===== config.mk =====
export PLATFORM = sky130hd
export DESIGN_NAME = multicycle_ctrl
export DESIGN_NICKNAME = d
export VERILOG_FILES = /design/src/rtl/multicycle_ctrl.sv
export SDC_FILE = /design/constraint.sdc
export NUM_CORES = 1
export LEC_CHECK = 0
export CORE_UTILIZATION = 45
export CTS_CLUSTER_DIAMETER = 150
export DETAILED_ROUTE_END_ITERATION = 16
export GPL_TIMING_DRIVEN = 0
export PLACE_DENSITY_LB_ADDON = 0.05
export SYNTH_ARGS = -nofsm -noshare
export SYNTH_HDL_FRONTEND = slang
export SYNTH_SLANG_ARGS = --single-unit

===== constraint.sdc =====
create_clock -name clk -period 3.65 [get_ports clk]
set_input_delay 0.5475 -clock clk [delete_from_list [all_inputs] [get_ports clk]]
set_output_delay 0.5475 -clock clk [all_outputs]
set_load 0.05 [all_outputs]

===== src/rtl/multicycle_ctrl.sv =====
// Multicycle datapath control unit: fetch/decode/execute/memory/write-back
// sequencer with ADDI, illegal-opcode trap, memory wait states and a retire pulse.
module multicycle_ctrl #(
  parameter int              OP_W        = 6,
  parameter logic [OP_W-1:0] OP_RTYPE    = 0,
  parameter logic [OP_W-1:0] OP_BEQ      = 1,
  parameter logic [OP_W-1:0] OP_J        = 2,
  parameter logic [OP_W-1:0] OP_LW       = 3,
  parameter logic [OP_W-1:0] OP_SW       = 4,
  parameter logic [OP_W-1:0] OP_ADDI     = 5,
  parameter bit              MEM_WAIT_EN = 1'b1
) (
  input  logic            clk,
  input  logic            rset,
  input  logic [OP_W-1:0] op,
  input  logic            mem_ready,
  output logic            PCWriteCond,
  output logic            PCwrite,
  output logic            IorD,
  output logic            MemRead,
  output logic            MemWrite,
  output logic            MemtoReg,
  output logic            IRwrite,
  output logic            ALUsrcA,
  output logic            Regwrite,
  output logic            RegDst,
  output logic [1:0]      ALUsrcB,
  output logic [1:0]      ALUOp,
  output logic [1:0]      PCsource,
  output logic            illegal_op,
  output logic            instr_done,
  output logic [3:0]      state
);

  typedef enum logic [3:0] {
    IDLE     = 4'd0,
    FETCH    = 4'd1,
    DECODE   = 4'd2,
    MEMADD   = 4'd3,
    MEMRD    = 4'd4,
    MEMWB    = 4'd5,
    MEMWR    = 4'd6,
    RTYPE_EX = 4'd7,
    RTYPE_WB = 4'd8,
    ADDI_EX  = 4'd9,
    ADDI_WB  = 4'd10,
    BRANCH   = 4'd11,
    JUMP     = 4'd12
  } state_t;

  localparam logic [1:0] CLS_NONE = 2'd0;
  localparam logic [1:0] CLS_LW   = 2'd1;
  localparam logic [1:0] CLS_SW   = 2'd2;

  state_t     state_q, state_d;
  logic [1:0] cls_q, cls_d;
  logic       illegal_q, illegal_d;
  logic       acc;
  logic       op_legal;

  assign acc      = !MEM_WAIT_EN || mem_ready;
  assign op_legal = (op == OP_RTYPE) || (op == OP_ADDI) || (op == OP_LW) ||
                    (op == OP_SW) || (op == OP_BEQ) || (op == OP_J);

  always_comb begin
    state_d   = state_q;
    cls_d     = cls_q;
    illegal_d = illegal_q;
    case (state_q)
      IDLE:   state_d = FETCH;
      FETCH:  if (acc) state_d = DECODE;
      DECODE: begin
        // Priority order matters only if two opcode parameters collide.
        if (op == OP_RTYPE)     state_d = RTYPE_EX;
        else if (op == OP_ADDI) state_d = ADDI_EX;
        else if (op == OP_LW) begin
          state_d = MEMADD;
          cls_d   = CLS_LW;
        end else if (op == OP_SW) begin
          state_d = MEMADD;
          cls_d   = CLS_SW;
        end else if (op == OP_BEQ) state_d = BRANCH;
        else if (op == OP_J)       state_d = JUMP;
        else begin
          state_d   = FETCH;
          illegal_d = 1'b1;
        end
      end
      // op may have changed by now; the class register decides LW vs SW.
      MEMADD:   state_d = (cls_q == CLS_LW) ? MEMRD :
                          (cls_q == CLS_SW) ? MEMWR : FETCH;
      MEMRD:    if (acc) state_d = MEMWB;
      MEMWR:    if (acc) state_d = FETCH;
      RTYPE_EX: state_d = RTYPE_WB;
      ADDI_EX:  state_d = ADDI_WB;
      MEMWB, RTYPE_WB, ADDI_WB, BRANCH, JUMP: state_d = FETCH;
      default:  state_d = IDLE;
    endcase
  end

  always_ff @(posedge clk or negedge rset) begin
    if (!rset) begin
      state_q   <= IDLE;
      cls_q     <= CLS_NONE;
      illegal_q <= 1'b0;
    end else begin
      state_q   <= state_d;
      cls_q     <= cls_d;
      illegal_q <= illegal_d;
    end
  end

  always_comb begin
    PCWriteCond = 1'b0;
    PCwrite     = 1'b0;
    IorD        = 1'b0;
    MemRead     = 1'b0;
    MemWrite    = 1'b0;
    MemtoReg    = 1'b0;
    IRwrite     = 1'b0;
    ALUsrcA     = 1'b0;
    Regwrite    = 1'b0;
    RegDst      = 1'b0;
    ALUsrcB     = 2'b00;
    ALUOp       = 2'b00;
    PCsource    = 2'b00;
    instr_done  = 1'b0;
    case (state_q)
      FETCH: begin
        MemRead = 1'b1;
        ALUsrcB = 2'b01;
        PCwrite = acc;
        IRwrite = acc;
      end
      DECODE: begin
        ALUsrcB    = 2'b11;
        instr_done = !op_legal;
      end
      MEMADD, ADDI_EX: begin
        ALUsrcA = 1'b1;
        ALUsrcB = 2'b10;
      end
      MEMRD: begin
        IorD    = 1'b1;
        MemRead = 1'b1;
      end
      MEMWB: begin
        Regwrite   = 1'b1;
        MemtoReg   = 1'b1;
        instr_done = 1'b1;
      end
      MEMWR: begin
        IorD       = 1'b1;
        MemWrite   = 1'b1;
        instr_done = acc;
      end
      RTYPE_EX: begin
        ALUsrcA = 1'b1;
        ALUOp   = 2'b10;
      end
      RTYPE_WB: begin
        Regwrite   = 1'b1;
        RegDst     = 1'b1;
        instr_done = 1'b1;
      end
      ADDI_WB: begin
        Regwrite   = 1'b1;
        instr_done = 1'b1;
      end
      BRANCH: begin
        ALUsrcA     = 1'b1;
        ALUOp       = 2'b01;
        PCWriteCond = 1'b1;
        PCsource    = 2'b01;
        instr_done  = 1'b1;
      end
      JUMP: begin
        PCwrite    = 1'b1;
        PCsource   = 2'b10;
        instr_done = 1'b1;
      end
      default: ;
    endcase
  end

  assign illegal_op = illegal_q;
  assign state      = state_q;

endmodule

Word-level counts from Yosys, hierarchy flattened
Index checks and enable logic that the tools add are counted.
{"block": "totals", "ff_bits": 7, "input_bits": 9, "wordCells": 78}
{"block": "op_classes", "eq_ne": 22, "n_mux": 28, "n_bitwise": 6, "n_reduce_logical": 19}
{"operator": "$mux 4", "n": 9}
{"operator": "$pmux 4 s8", "n": 1}
{"operator": "$eq 4x4->1 const B", "n": 5}
{"operator": "$eq 4x3->1 const B", "n": 4}
{"operator": "$eq 6x2->1 const B", "n": 2}
{"operator": "$eq 6x3->1 const B", "n": 2}
{"operator": "$mux 1", "n": 9}
{"operator": "$eq 4x2->1 const B", "n": 2}
{"operator": "$pmux 2 s2", "n": 2}
{"operator": "$reduce_and 7->1", "n": 1}
{"operator": "$eq 6x1->1 const B", "n": 1}
{"operator": "$logic_not 6->1", "n": 1}
{"operator": "$mux 3", "n": 2}
{"operator": "$ne 2x2->1 const B", "n": 3}
{"operator": "$not 1->1", "n": 6}
{"operator": "$pmux 2 s3", "n": 1}
{"operator": "$reduce_or 2->1", "n": 3}
{"operator": "$reduce_or 6->1", "n": 1}
{"operator": "$logic_or 1x1->1", "n": 5}
{"operator": "$reduce_or 5->1", "n": 1}
{"operator": "$eq 4x1->1 const B", "n": 1}
{"operator": "$logic_not 4->1", "n": 1}
{"operator": "$mux 2", "n": 2}
{"operator": "$reduce_and 4->1", "n": 1}
{"operator": "9 further kinds", "n": 9}

Logic depth before layout (Yosys ltp)
{"block": "depth", "depth_word": 8, "mapped_depth": 6, "mapped_depth_nobuf": 6}

Least setup slack after synthesis
Ideal clock, no wire load.
{"block": "synth_path", "path_type": "register -> output", "startpoint": "register state_q[3], in the netlist state[3]", "endpoint": "output PCwrite", "arrival_time_ns": 2.720, "path_slack_ns": 0.383, "stages_incl_launch_ff": 6, "cell_sequence": "dfrtp_1 > buf_2 > buf_6 > nand2_1 > nor3_1 > or2_1"}
{"block": "synth_between", "elab_chain_cells": 2, "word_cells_on_any_way": 3, "classes_between": "eq/ne (2); mux (1)"}
{"item": "from (decl)", "line_no": "55", "rtl": "state_t state_q, state_d;"}
{"item": "from (signal assigned)", "line_no": "107", "rtl": "state_q <= state_d;"}
{"item": "$eq 4x4->1 or $eq 4x1->1 (tied branches)", "line_no": "128", "rtl": "case (state_q)"}
{"item": "$pmux 1 s2 (*)", "line_no": "128"}
{"item": "to (decl)", "line_no": "18", "rtl": "output logic PCwrite,"}
Every way passes the cells marked *; elsewhere a longest branch is shown, timed or not.

Worst setup path after layout
{"block": "layout_path", "startpoint": "input op[3]", "endpoint": "output instr_done"}
{"block": "layout_between", "elab_chain_cells": 8, "word_cells_on_any_way": 13, "classes_between": "eq/ne (5); mux (1); reduce/logical (7)"}
{"item": "from (decl)", "line_no": "15", "rtl": "input logic [OP_W-1:0] op,"}
{"item": "$eq 6x3->1 or $logic_not 6->1 (tied branches)", "line_no": "62", "rtl": "assign op_legal = (op == OP_RTYPE) || (op == OP_ADDI) || (op == OP_LW) ||"}
{"item": "$logic_or 1x1->1 (3 in series)", "line_no": "62"}
{"item": "$logic_or 1x1->1", "line_no": "63", "rtl": "(op == OP_SW) || (op == OP_BEQ) || (op == OP_J);"}
{"item": "$logic_or 1x1->1 (*)", "line_no": "63"}
{"item": "$logic_not 1->1 (*)", "line_no": "137", "rtl": "instr_done = !op_legal;"}
{"item": "$pmux 1 s3 (*)", "line_no": "128"}
{"item": "to (decl)", "line_no": "31", "rtl": "output logic instr_done,"}
Marks and branches as above.

==> insert_results.sql <==
INSERT INTO impl_metrics (metric_group, metric, value, unit) VALUES
('routing', 'detail_route.iter0.violations', '40', ''),
('floorplan', 'fp.coreArea', '1520', 'um2'),
('placed_design', 'routabilityCongestion', '0.909', ''),
('final_layout', 'nFillCells', '136', ''),
('synth', 'synth_seq_cells', '7', ''),
('synth', 'synth_enable_flop_cells', '0', ''),
('timing', 'finalSetupTns', '0', 'ps'),
('clock_tree', 'clock-sinks', '7', ''),
('worst_setup_path', 'critPathMaxStageDelay', '690', 'ps'),
('grt', 'grtUsageTotal', '23.1', '%'),
('hold_path', 'hold_class', 'flop to flop', ''),
('floorplan', 'start_util', '48.8', '%'),
('timing', 'finalWorstPathRequiredPeriod', '2950', 'ps'),
('synth', 'synth_nets', '106', ''),
('synth', 'synth_top_flop_cell', 'dfrtp_1', ''),
('worst_setup_path', 'worst-path-stages', '5', ''),
('worst_setup_path', 'reg2reg_from', 'state[3]', ''),
('timing', 'setup_slack', '699', 'ps'),
('job', 'max_capacitance_violation_total', '0', ''),
('worst_setup_path', 'timing.critical_path.max_delay_family', 'buffers and inverters', ''),
('timing', 'grt_setup_unrepaired', 'false', ''),
('outcome', 'status', 'finished, final reports clean', ''),
('clock_tree', 'tritoncts_clock_tree', 'yes', ''),
('clock_tree', 'worstSkewPairLatency', '250', 'ps'),
('worst_setup_path', 'crit_chain', 'clkdlybuf4s50_1, nor3_2, a21oi_1, or2_1, clkdlybuf4s50_1', ''),
('synth', 'synth_sequential_area_ratio', '23.6', '%'),
('placed_design', 'dpl.hpwl', '1.49', 'mm'),
('synth', 'yosysTopAreaCellShare', '23.6', '%'),
('final_layout', 'design.final.nets', '141', ''),
('worst_setup_path', 'critPathArrivalTime', '2400', 'ps'),
('timing', 'setup-violations-final', '0', ''),
('hold_path', 'number_of_cells_on_the_worst_hold_path', '1', ''),
('floorplan', 'rows', '14', ''),
('placed_design', 'io_buffers', '30', ''),
('worst_setup_path', 'register_to_register_setup_slack', '2130', 'ps'),
('placed_design', 'placed_cells_incl_taps', '142', ''),
('worst_setup_path', 'crit_path_start', 'op[3]', ''),
('worst_setup_path', 'path_common_cell', 'clkdlybuf4s50_1', ''),
('worst_setup_path', 'cp.required', '3100', 'ps'),
('clock_tree', 'cts_max_level', '1', ''),
('timing', 'layout_worst_path_cycle_share', '80.9', '%'),
('routing', 'route.detailed.wl_per_inst', '13.4', 'um'),
('synth', 'synth_top_family_by_area', 'simple AND/OR/NAND/NOR gates', ''),
('synth', 'synthTopCellsByArea', 'dfrtp_1, a21oi_1, nor2_1, nand2_1, buf_6', ''),
('routing', 'route.detailed.vias_per_inst', '5.99', ''),
('timing', 'tightest_slew', '500', 'ps'),
('clock_tree', 'hold_buffers', '0', ''),
('synth', 'synth_xor_xnor_area_share', '0', '%'),
('final_layout', 'post-route-util', '71.5', '%'),
('synth', 'post_synth.cell_area_avg', '7.74', 'um2'),
('clock_tree', 'ctsLongestPathBuffers', '2', ''),
('power_and_ir_drop', 'p_total', '981', 'uW'),
('clock_tree', 'post_cts_resized', '0', ''),
('grt', 'grt_pass1_wl', '3.26', 'mm'),
('synth', 'synth_warnings', '0', ''),
('synth', 'syn-cell-area', '743', 'um2'),
('final_layout', 'antennaDiodeCount', '0', ''),
('synth', 'synthCells', '96', ''),
('grt', 'number_of_global_route_vias_before_repair', '790', ''),
('grt', 'grt.overflow.total', '0', ''),
('synth', 'yosys.cell_count.top_type', 'a21oi_1', ''),
('power_and_ir_drop', 'power_per_cell_area', '900', 'nW/um2'),
('worst_setup_path', 'timing.critical_path.to_type', 'output port', ''),
('final_layout', 'drive_above_1_share', '13.1', '%'),
('final_layout', 'instances_no_fill', '146', ''),
('worst_setup_path', 'criticalPathCategory', 'input pin to output port', ''),
('synth', 'synth_adder_area_share', '1.68', '%'),
('hold_path', 'hold_start', 'illegal_op', ''),
('clock_tree', 'clkSlewWorstSetupHoldPaths', '50', 'ps'),
('final_layout', 'areaGrowthSynthToFinish', '46.6', '%'),
('power_and_ir_drop', 'peakVddDrop', '0.463', 'mV');
[layer usage]
layer | global-route usage (%) | up-vias | share of wire [%]
met1 | 31.6 | 396 | 44
li1 | - | 423 | -
met5 | 0 | - | 0
met3 | 6.90 | 4 | 7.3
met2 | 34.8 | 51 | 47
met4 | 6.88 | 0 | 1.5
[report_power, final]
part	switching [mW]	leakage, nW	internal (mW)	total, mW
clock network	0.0284	0.0150	0.0417	0.0701
logic	0.505	0.330	0.285	0.790
registers	0.0253	0.0825	0.0963	0.122
[cells by family after synthesis]
kind of cell    Yosys count
mux                       2
fa+ha+maj                 1
simple gates             48
compound gates           27
buf+inv                  11
flops                     7
[cells in the final DEF (no fill, tap or decap), types with 3 or more instances in the layout]
cell | Yosys | final
nor2b_1 | 3 | 3
nor2_1 | 10 | 10
o32ai_1 | 3 | 3
clkdlybuf4s50_1 | 0 | 30
nor3_1 | 4 | 4
or2_1 | 3 | 3
inv_1 | 3 | 3
dfrtp_1 | 7 | 7
buf_6 | 3 | 3
nand2_1 | 9 | 9
clkbuf_4 | 0 | 3
buf_4 | 3 | 3
nand2b_1 | 5 | 5
a21oi_1 | 13 | 13
[area by class of cell]
type | count | area (um2) | area share [%]
sequential | 7 | 175 | 16.1
multi-input combinational | 78 | 490 | 45.0
tap | 16 | 20.0 | 1.84
buffer | 8 | 66.3 | 6.08
timing repair buffer | 30 | 300 | 27.6
clock buffer | 4 | 26.3 | 2.41
inverter | 3 | 11.3 | 1.03
[worst reg2reg max path, delay by kind of cell, from the launching register on]
family / cells / cell delay, ps
buffers and inverters: 1 / 200
AO/OA/AOI/OAI: 2 / 220
flip-flops: 1 / 410
AND/OR/NAND/NOR: 2 / 580
[how the worst max path moves through the flow]
stage	to	slack [ps]
floorplan	PCwrite	380
global placement	instr_done	710
detailed placement	instr_done	710
CTS	instr_done	690
global route	instr_done	570
finish	instr_done	700
[metrics by stage]
stage | instance area, um2 | hold slack [ps]
after floorplan | 743 | 252
after global placement | 1060 | 447
after detailed placement | 1060 | 451
after CTS | 1090 | 465
after global routing | 1090 | 496
final | 1090 | 459
[sequential cells by signal, summed over array words and instances (netlist names)]
| register | count |
|---|---|
| cls_q | 2 |
| illegal_op | 1 |
| state | 4 |
No activity file was read; power rests on OpenSTA's default activity.
